--- src/rtl/mult_job_sequencer.sv ---
// mult_job_sequencer: buffers operand pairs, runs one sequential multiply at a time, returns products in order.
// The watchdog aborts a job that sees no mul_done within TIMEOUT cycles of LAUNCH.
module mult_job_sequencer #(
  parameter int WIDTH   = 4,
  parameter int DEPTH   = 4,
  parameter int TIMEOUT = 64
) (
  input  logic                         i_clk,
  input  logic                         i_rst_n,
  input  logic                         i_in_valid,
  output logic                         o_in_ready,
  input  logic [WIDTH-1:0]             i_in_multiplier,
  input  logic [WIDTH-1:0]             i_in_multiplicand,
  output logic                         o_mul_start,
  output logic [WIDTH-1:0]             o_mul_multiplier,
  output logic [WIDTH-1:0]             o_mul_multiplicand,
  input  logic [2*WIDTH-1:0]           i_mul_product,
  input  logic                         i_mul_done,
  output logic                         o_out_valid,
  input  logic                         i_out_ready,
  output logic [2*WIDTH-1:0]           o_out_product,
  output logic [$clog2(DEPTH+1)-1:0]   o_count,
  output logic                         o_busy,
  output logic                         o_err_timeout
);
  localparam int CW = $clog2(DEPTH + 1);
  localparam int AW = $clog2(DEPTH);
  localparam int TW = $clog2(TIMEOUT + 1);
  typedef enum logic [1:0] {IDLE, LAUNCH, WAIT, HOLD} state_t;
  state_t               r_state;
  logic [2*WIDTH-1:0]   r_mem [DEPTH];
  logic [AW-1:0]        r_wr, r_rd;
  logic [CW-1:0]        r_count;
  logic [TW-1:0]        r_wd;
  logic                 r_start, r_out_valid, r_err;
  logic [WIDTH-1:0]     r_a, r_b;
  logic [2*WIDTH-1:0]   r_prod;
  logic                 w_push, w_pop;
  assign o_in_ready         = r_count != CW'(DEPTH);
  assign w_push             = i_in_valid && o_in_ready;
  assign w_pop              = r_state == IDLE && r_count != '0;
  assign o_mul_start        = r_start;
  assign o_mul_multiplier   = r_a;
  assign o_mul_multiplicand = r_b;
  assign o_out_valid        = r_out_valid;
  assign o_out_product      = r_prod;
  assign o_count            = r_count;
  assign o_busy             = r_state != IDLE || r_count != '0;
  assign o_err_timeout      = r_err;
  always_ff @(posedge i_clk)
    if (w_push) r_mem[r_wr] <= {i_in_multiplier, i_in_multiplicand};
  // Pointers wrap naturally because DEPTH is a power of two.
  always_ff @(posedge i_clk or negedge i_rst_n)
    if (!i_rst_n) begin
      r_wr    <= '0;
      r_rd    <= '0;
      r_count <= '0;
    end else begin
      r_wr    <= w_push ? r_wr + 1'b1 : r_wr;
      r_rd    <= w_pop ? r_rd + 1'b1 : r_rd;
      r_count <= r_count + CW'(w_push) - CW'(w_pop);
    end
  // r_wd counts cycles since entering LAUNCH, so the abort lands TIMEOUT cycles after it.
  always_ff @(posedge i_clk or negedge i_rst_n)
    if (!i_rst_n) begin
      r_state     <= IDLE;
      r_start     <= 1'b0;
      r_a         <= '0;
      r_b         <= '0;
      r_wd        <= '0;
      r_out_valid <= 1'b0;
      r_prod      <= '0;
      r_err       <= 1'b0;
    end else begin
      case (r_state)
        IDLE: if (w_pop) begin
          {r_a, r_b} <= r_mem[r_rd];
          r_start    <= 1'b1;
          r_state    <= LAUNCH;
        end
        LAUNCH: begin
          r_start <= 1'b0;
          r_wd    <= TW'(1);
          r_state <= WAIT;
        end
        WAIT: if (i_mul_done) begin
          r_prod      <= i_mul_product;
          r_out_valid <= 1'b1;
          r_state     <= HOLD;
        end else if (r_wd == TW'(TIMEOUT - 1)) begin
          r_err   <= 1'b1;
          r_state <= IDLE;
        end else r_wd <= r_wd + 1'b1;
        HOLD: if (i_out_ready) begin
          r_out_valid <= 1'b0;
          r_state     <= IDLE;
        end
        default: r_state <= IDLE;
      endcase
    end
endmodule
--- config.mk ---
export PLATFORM = sky130hd
export DESIGN_NAME = mult_job_sequencer
export DESIGN_NICKNAME = d
export VERILOG_FILES = /design/src/rtl/mult_job_sequencer.sv
export SDC_FILE = /design/constraint.sdc
export NUM_CORES = 1
export LEC_CHECK = 0
export ABC_AREA = 0
export CAP_MARGIN = 20
export CORE_MARGIN = 5
export CORE_UTILIZATION = 55
export CTS_BUF_LIST = sky130_fd_sc_hd__clkbuf_8
export DETAILED_ROUTE_END_ITERATION = 6
export PLACE_DENSITY = 0.87
export SETUP_SLACK_MARGIN = 0.1
export SLEW_MARGIN = 20
export SYNTH_ARGS = -nofsm -noshare
export SYNTH_HDL_FRONTEND = slang
export SYNTH_SLANG_ARGS = --single-unit
--- constraint.sdc ---
create_clock -name i_clk -period 2.9 [get_ports i_clk]
set_clock_uncertainty 0.05 [all_clocks]
set_input_delay 0.435 -clock i_clk [delete_from_list [all_inputs] [get_ports i_clk]]
set_output_delay 0.435 -clock i_clk [all_outputs]
set_load 0.05 [all_outputs]
==> key figures, run 1 <==
Synthesis
  – Mapped Area: 0.00274 mm2
  – Yosys warning count: 0
  – Cell taking the most area after synthesis: edfxtp_1
  – Register area share after synthesis: 0.669
  – Area fraction of the dominant cell type after synthesis: 0.350
  – EDFF count, synth: 32
  – Post-Syn Area per Cell: 14.4 um2
  – FF+latch count, synth: 67
  – Post-synth top flop: dfrtp_1
  – Asr flop ratio synth: 0.522
  – Syn nets: 220
  – Ranking of synthesized cells by area: edfxtp_1 35%, dfrtp_1 32%, mux4_2 6.6%, nand2_1 5.3%, mux2_2 3.7%
  – Cell with the most instances after synthesis: nand2_1
  – Number of distinct library cells after synthesis: 37
  – Top cells by count, synth: 39 x nand2_1, 35 x dfrtp_1, 32 x edfxtp_1
  – Gate Count Post-Synth: 191

Power
  – Pwr Total: 4.09 mW
  – Max IR drop VDD: 649 uV
  – Reg power frac: 0.385
  – LEAKAGE: 1.42 nW
  – PD cells: 1180 mW/mm2
  – Switching part of the total: 0.404
  – Sw power: 1.65 mW
  – Power Internal: 2.44 mW
  – Clock share of power: 0.190
  – Comb pwr share: 0.425

Critical path
  – End of the critical path: o_busy
  – Worst path slowest cell: clkdlybuf4s50_1
  – Worst R2R Setup Slack: 0.58 ns
  – Arr. time, crit path: 1.89 ns
  – R2r worst-path depth: 9
  – CP endpoint kind: output port
  – CP Max Fanout: 12
  – Critical-path cell list: nor2_1, nand2_1, clkdlybuf4s50_1
  – Startpoint Class: flip-flop
  – FF-to-FF End: o_count[2]
  – Reg-to-reg startpoint: o_count[1]
  – Critical Path Start: r_state[1]
  – WS Path Type: flip-flop to output port
  – CP max stage delay: 0.80 ns
  – Worst path required time: 2.41 ns

Timing
  – Max-slew violations: 0
  – Rel. slew slack: 0.599
  – Hold slack: 0.413 ns
  – Setup tns final: 0 ns
  – Final worst-path cycle share: 0.818
  – Final min period: 2.37 ns
  – Final setup violation count: 0
  – Hold Vio Cnt, Final: 0
  – RSZ-0062 raised after global routing: false
  – Actual slew at the worst max-slew pin: 0.602 ns
  – F_max: 422 MHz

Final layout
  – N_diodes: 0
  – Layout area overhead: 26.5%
  – Fraction of layout cells with a size suffix above 1: 0.161
  – Fillers: 326
  – Register area: 0.00184 mm2
  – Nets@finish: 273
  – Non-Filler Instances: 316
  – Multi-input gate area: 856 um2

Clocking
  – Worst-Skew Late Latency: 0.34 ns
  – CTS H-tree lvls: 3
  – CTS resizes: 0
  – Setup Fix Bufs, Post-CTS: 0
  – Clk slew on worst S/H paths: 0.07 ns
  – Count of hold-fix buffers inserted at cts: 0
  – Max Root-Sink Buffers: 2
  – Clk sinks: 67
  – Inserted Clock Buffers: 9
  – CTS tree: built
  – CTS root buf: clkbuf_8

Drt
  – Routed WL: 5170 um
  – Average wire per standard cell: 16.4 um
  – Routed vias/inst: 5.31
  – DRC: 0
  – ANT nets after route: 0
  – Starting DRT DRC Count: 122
  – Via count: 1,679
  – First drt pass iteration count: 4

Place
  – Hpwl dp: 3460 um
  – Placed cells: 300
  – PortBufs: 44
  – GPL Wtd Cong: 0.795

Die
  – Row cnt: 25
  – Die area: 0.00650 mm2
  – Die height: 80.6 um
  – Starting Density: 0.573
  – Core Region: 0.00479 mm2
  – Number of top-level pins: 45
  – Die W: 80.6 um

GRT
  – Global-route wire length before repair: 8720 um
  – Largest net degree at the start of global routing: 36
  – GRT overflow: 0
  – Initial antenna violation count: 0
  – Vias in the first global route: 1,741
  – GRT Overall Usage: 0.186

Outcome
  – Status: completed

Run
  – Maxcap violations: 0

Worst hold path
  – Worst Hold Class: flip-flop to flip-flop
area by class of cell:
type,count,area share
clock buffers,10,0.0396
multi-input cells,111,0.246
inverters,8,0.00865
repair buffers,47,0.133
flip-flops and latches,67,0.529
well taps,67,0.0241
clock inverters,6,0.0187
placed cells by master (no fill, tap or decap), types with 4 or more instances in the layout:
cell,count
and3_1,5
edfxtp_1,32
nand2_1,39
nor2_1,5
a21oi_1,4
mux4_2,8
xnor2_1,5
inv_1,7
clkbuf_8,10
ha_1,7
clkdlybuf4s50_1,44
dfrtp_1,35
mux2_2,9
logic make-up (layout without fill, tap and decap cells):
kind of cell / Yosys count / after routing / synth area share
adders and majority gates: 8 / 8 / 0.0392
buffers and inverters: 13 / 71 / 0.0187
xor gates and xnor gates: 6 / 6 / 0.0192
muxes: 18 / 18 / 0.106
and+or+nand+nor: 64 / 64 / 0.110
DFF: 67 / 67 / 0.669
AOI/OAI and AO/OA: 15 / 15 / 0.0374
critical path: cells and delay by family, from the launching register on:
kind,cells,cell delay (ns)
DFF,1,0.56
and+or+nand+nor,2,0.18
buffers and inverters,1,0.80
flip-flops by register name (all words and copies together) (netlist names):
name,flops
r_state,2
o_mul_multiplier,4
r_rd,2
o_count,3
r_wd,7
r_wr,2
o_err_timeout,1
o_out_valid,1
r_mem,32
o_mul_start,1
o_mul_multiplicand,4
o_out_product,8
stage by stage:
step           area [um2]  setup WS [ns]   util
2_1_floorplan        2740          0.159      -
3_3_place_gp         3270          0.432  0.683
3_5_place_dp         3270          0.380  0.683
4_1_cts              3470          0.522  0.725
5_1_grt              3470          0.418  0.725
6_report             3470          0.529  0.725
power groups by stage:
| stage | Sequential, mW | Clock (mW) | Combinational [mW] |
|---|---|---|---|
| 2_1_floorplan | 1.97 | 0 | 0.798 |
| 3_3_place_gp | 1.57 | 0 | 1.71 |
| 3_5_place_dp | 1.59 | 0 | 1.75 |
| 4_1_cts | 1.58 | 0.787 | 1.76 |
| 5_1_grt | 1.63 | 0.838 | 1.88 |
| 6_report | 1.58 | 0.777 | 1.74 |
metal layers:
layer | track usage | part of all wire | routed length [um] | up-vias
met4 | 0.0777 | 0.021 | 106 | 0
met1 | 0.231 | 0.41 | 2130 | 808
met5 | 0 | 0 | 0 | -
li1 | - | - | - | 799
met3 | 0.0684 | 0.069 | 355 | 9
met2 | 0.294 | 0.50 | 2570 | 63
how the worst min path moves through the flow:
stage | from | endpoint | slack [ns] | cells past startpoint
final | o_err_timeout | o_err_timeout | 0.41 | 1
after global routing | o_err_timeout | o_err_timeout | 0.43 | 1
after CTS | o_err_timeout | o_err_timeout | 0.42 | 1
after detailed placement | o_err_timeout | o_err_timeout | 0.40 | 1
after global placement | o_err_timeout | o_err_timeout | 0.40 | 1
after floorplan | i_rst_n | o_count[0] | 0.09 | 0
Power figures use the tool's default switching activity.
==> run 2, diff against run 1 <==
Settings changed: CORE_UTILIZATION 55 to 49, PLACE_DENSITY 0.87 to 0.82.
Clock period 2.9 ns to 2.1 ns, I/O delays scaled along.
==> run 2 against run 1 <==
Effect of this change: routed wire length increased by 0.91%; sequential power is 35% higher; power rose by 46%; via count rose by 2.1%; non-clock buffer count grew 10; critical path depth increased by 6; first-iteration DRC count is 1.6% lower; utilization fell by 6.2 points; highest routed layer unchanged.
==> key figures, run 2 (synthesis gave the netlist of run 1 again) <==
Critical path
  – Critical-path cell list: nor3_2, nand2b_4, clkinv_4, ha_4, inv_2, ha_4, fa_2, xnor2_2, xnor2_1 (was nor2_1, nand2_1, clkdlybuf4s50_1)
  – Critical Path Start: o_count[0] (was r_state[1])
  – CP Max Fanout: 3 (was 12)
  – Worst path bufs/invs: 2 (was 1)
  – Worst R2R Setup Slack: 0.03 ns (was 0.58 ns)
  – Startpoint Class: flip-flop (unchanged)
  – Most common cell on crit path: ha_4
  – CP max stage delay: 0.44 ns (was 0.80 ns)
  – Crit-path leading delay family: adder cells (was buffers and inverters)
  – WS Path Type: flip-flop to flip-flop (was flip-flop to output port)
  – Worst path slowest cell: dfrtp_2 (was clkdlybuf4s50_1)
  – Worst path required time: 2.27 ns (was 2.41 ns)
  – CP endpoint kind: flip-flop (was output port)
  – Arr. time, crit path: 2.24 ns (was 1.89 ns)
  – Reg-to-reg startpoint: o_count[0] (was o_count[1])

Final layout
  – Nets@finish: 283 (was 273)
  – Layout area overhead: 32.3% (was 26.5%)
  – Most frequent cells in the layout: 39 x clkdlybuf4s50_1, 38 x nand2_1, 32 x dfrtp_1, 32 x edfxtp_1, 17 x buf_4 (was 44 x clkdlybuf4s50_1, 39 x nand2_1, 35 x dfrtp_1)
  – Fillers: 401 (was 326)
  – Biggest register: r_mem (unchanged)
  – Commonest non-fill, non-tap cell in the layout: clkdlybuf4s50_1 (unchanged)
  – Fraction of layout cells with a size suffix above 1: 0.259 (was 0.161)
  – N_diodes: 0 (unchanged)
  – Number of flip-flops under the largest register name: 32 (unchanged)
  – Non-Filler Instances: 331 (was 316)

GRT
  – GRT Overall Usage: 0.162 (was 0.186)
  – GRT overflow: 0 (unchanged)
  – Global-route wire length before repair: 8910 um (was 8720 um)
  – Largest net degree at the start of global routing: 36 (unchanged)
  – Vias in the first global route: 1,836 (was 1,741)
  – Initial antenna violation count: 0 (unchanged)

Die
  – Row cnt: 27 (was 25)
  – Die height: 84.8 um (was 80.6 um)
  – Die W: 84.8 um (was 80.6 um)
  – Number of top-level pins: 45 (unchanged)
  – Core Region: 0.00547 mm2 (was 0.00479 mm2)
  – Starting Density: 0.501 (was 0.573)
  – Die area: 0.00720 mm2 (was 0.00650 mm2)

Drt
  – Via count: 1,714 (was 1,679)
  – First drt pass iteration count: 4 (unchanged)
  – Routed WL: 5210 um (was 5170 um)
  – DRC: 0 (unchanged)
  – ANT nets after route: 0 (unchanged)
  – Average wire per standard cell: 15.8 um (was 16.4 um)
  – Routed vias/inst: 5.18 (was 5.31)
  – Starting DRT DRC Count: 120 (was 122)

Clocking
  – Inserted Clock Buffers: 9 (unchanged)
  – CTS tree: built (unchanged)
  – Max Root-Sink Buffers: 2 (unchanged)
  – Clk slew on worst S/H paths: 0.07 ns (about the same)
  – Worst-Skew Late Latency: 0.34 ns (about the same)
  – CTS H-tree lvls: 3 (unchanged)
  – Count of hold-fix buffers inserted at cts: 0 (unchanged)
  – Setup Fix Bufs, Post-CTS: 0 (unchanged)
  – Clk sinks: 67 (unchanged)
  – CTS root buf: clkbuf_8 (unchanged)

Place
  – PortBufs: 44 (unchanged)
  – GPL Wtd Cong: 0.789 (was 0.795)
  – Hpwl dp: 3700 um (was 3460 um)
  – Placed cells: 315 (was 300)

Power
  – Pwr Total: 5.97 mW (was 4.09 mW)
  – PD cells: 1640 mW/mm2 (was 1180 mW/mm2)
  – LEAKAGE: 1.50 nW (was 1.42 nW)
  – Max IR drop VDD: 1090 uV (was 649 uV)

Timing
  – Max-slew violations: 0 (unchanged)
  – Actual slew at the worst max-slew pin: 0.543 ns (was 0.602 ns)
  – Final setup violation count: 0 (unchanged)
  – Final worst-path cycle share: 0.984
  – RSZ-0062 raised after global routing: true (was false)
  – Hold Vio Cnt, Final: 0 (unchanged)
  – F_max: 484 MHz
  – Final min period: 2.07 ns
  – Rel. slew slack: 0.638 (was 0.599)

Run
  – Maxcap violations: 0 (unchanged)

Worst hold path
  – Worst Hold Class: input port to async pin (was flip-flop to flip-flop)

Outcome
  – Status: completed (unchanged)
## run 2: cell count changes in the layout (fill, tap and decap cells not counted), sizes merged
cell / change
clkinv: -2
inv: +1
clkdlybuf4s50: -5
bufinv: +1
dlygate4sd2: +1
buf: +14
## run 2: per-stage QoR
| step | cell area [um2] | util | TNS [ns] | setup slack [ns] | hold WS [ns] |
|---|---|---|---|---|---|
| detailed placement | 3410 | 0.623 | -0.107 | -0.107 | 0.402 |
| CTS | 3630 | 0.663 | 0 | 0.0220 | 0.346 |
| finish | 3630 | 0.663 | 0 | 0.0337 | 0.350 |
| global placement | 3410 | 0.623 | -0.0623 | -0.0623 | 0.397 |
| floorplan | 2810 | - | -0.129 | -0.129 | -0.0306 |
| global route | 3630 | 0.663 | -0.0464 | -0.0464 | 0.372 |
## run 2: power breakdown
group          internal, mW  switching, mW  total [mW]
Combinational          1.12           1.57        2.69
Sequential             1.82          0.304        2.13
Clock                 0.690          0.462        1.15
## run 2: layer usage
layer  up-vias  GRT usage  wire length (um)
li1        812          -                 -
met1       850      0.203              2160
met2        44      0.268              2760
met3         8     0.0379               218
met4         0     0.0734                82
met5         -          0                 0
## run 2: timing repair
item,in CTS,in global routing
endpoints found under the hold margin,0,0
gates resized for setup,2,0
setup endpoints to repair,2,1
cloned,0,0
## run 2: final timing paths
path	end	cells after the start
setup / recovery	o_count[2]	9
hold / removal	o_mul_multiplier[0]	2
setup reg to reg	o_count[2]	9
hold reg to reg	o_err_timeout	1
max in group asynchronous	o_count[2]	2
min in group i_clk	o_err_timeout	1
## run 2: final cells by class
cell class / count / area, um2 / area share
sequential: 67 / 1840 / 0.507
multi-input combinational: 111 / 921 / 0.254
timing repair buffer: 57 / 527 / 0.145
clock buffer: 10 / 138 / 0.0379
tap: 72 / 90.1 / 0.0248
clock inverter: 6 / 80.1 / 0.0221
inverter: 8 / 35.0 / 0.00965
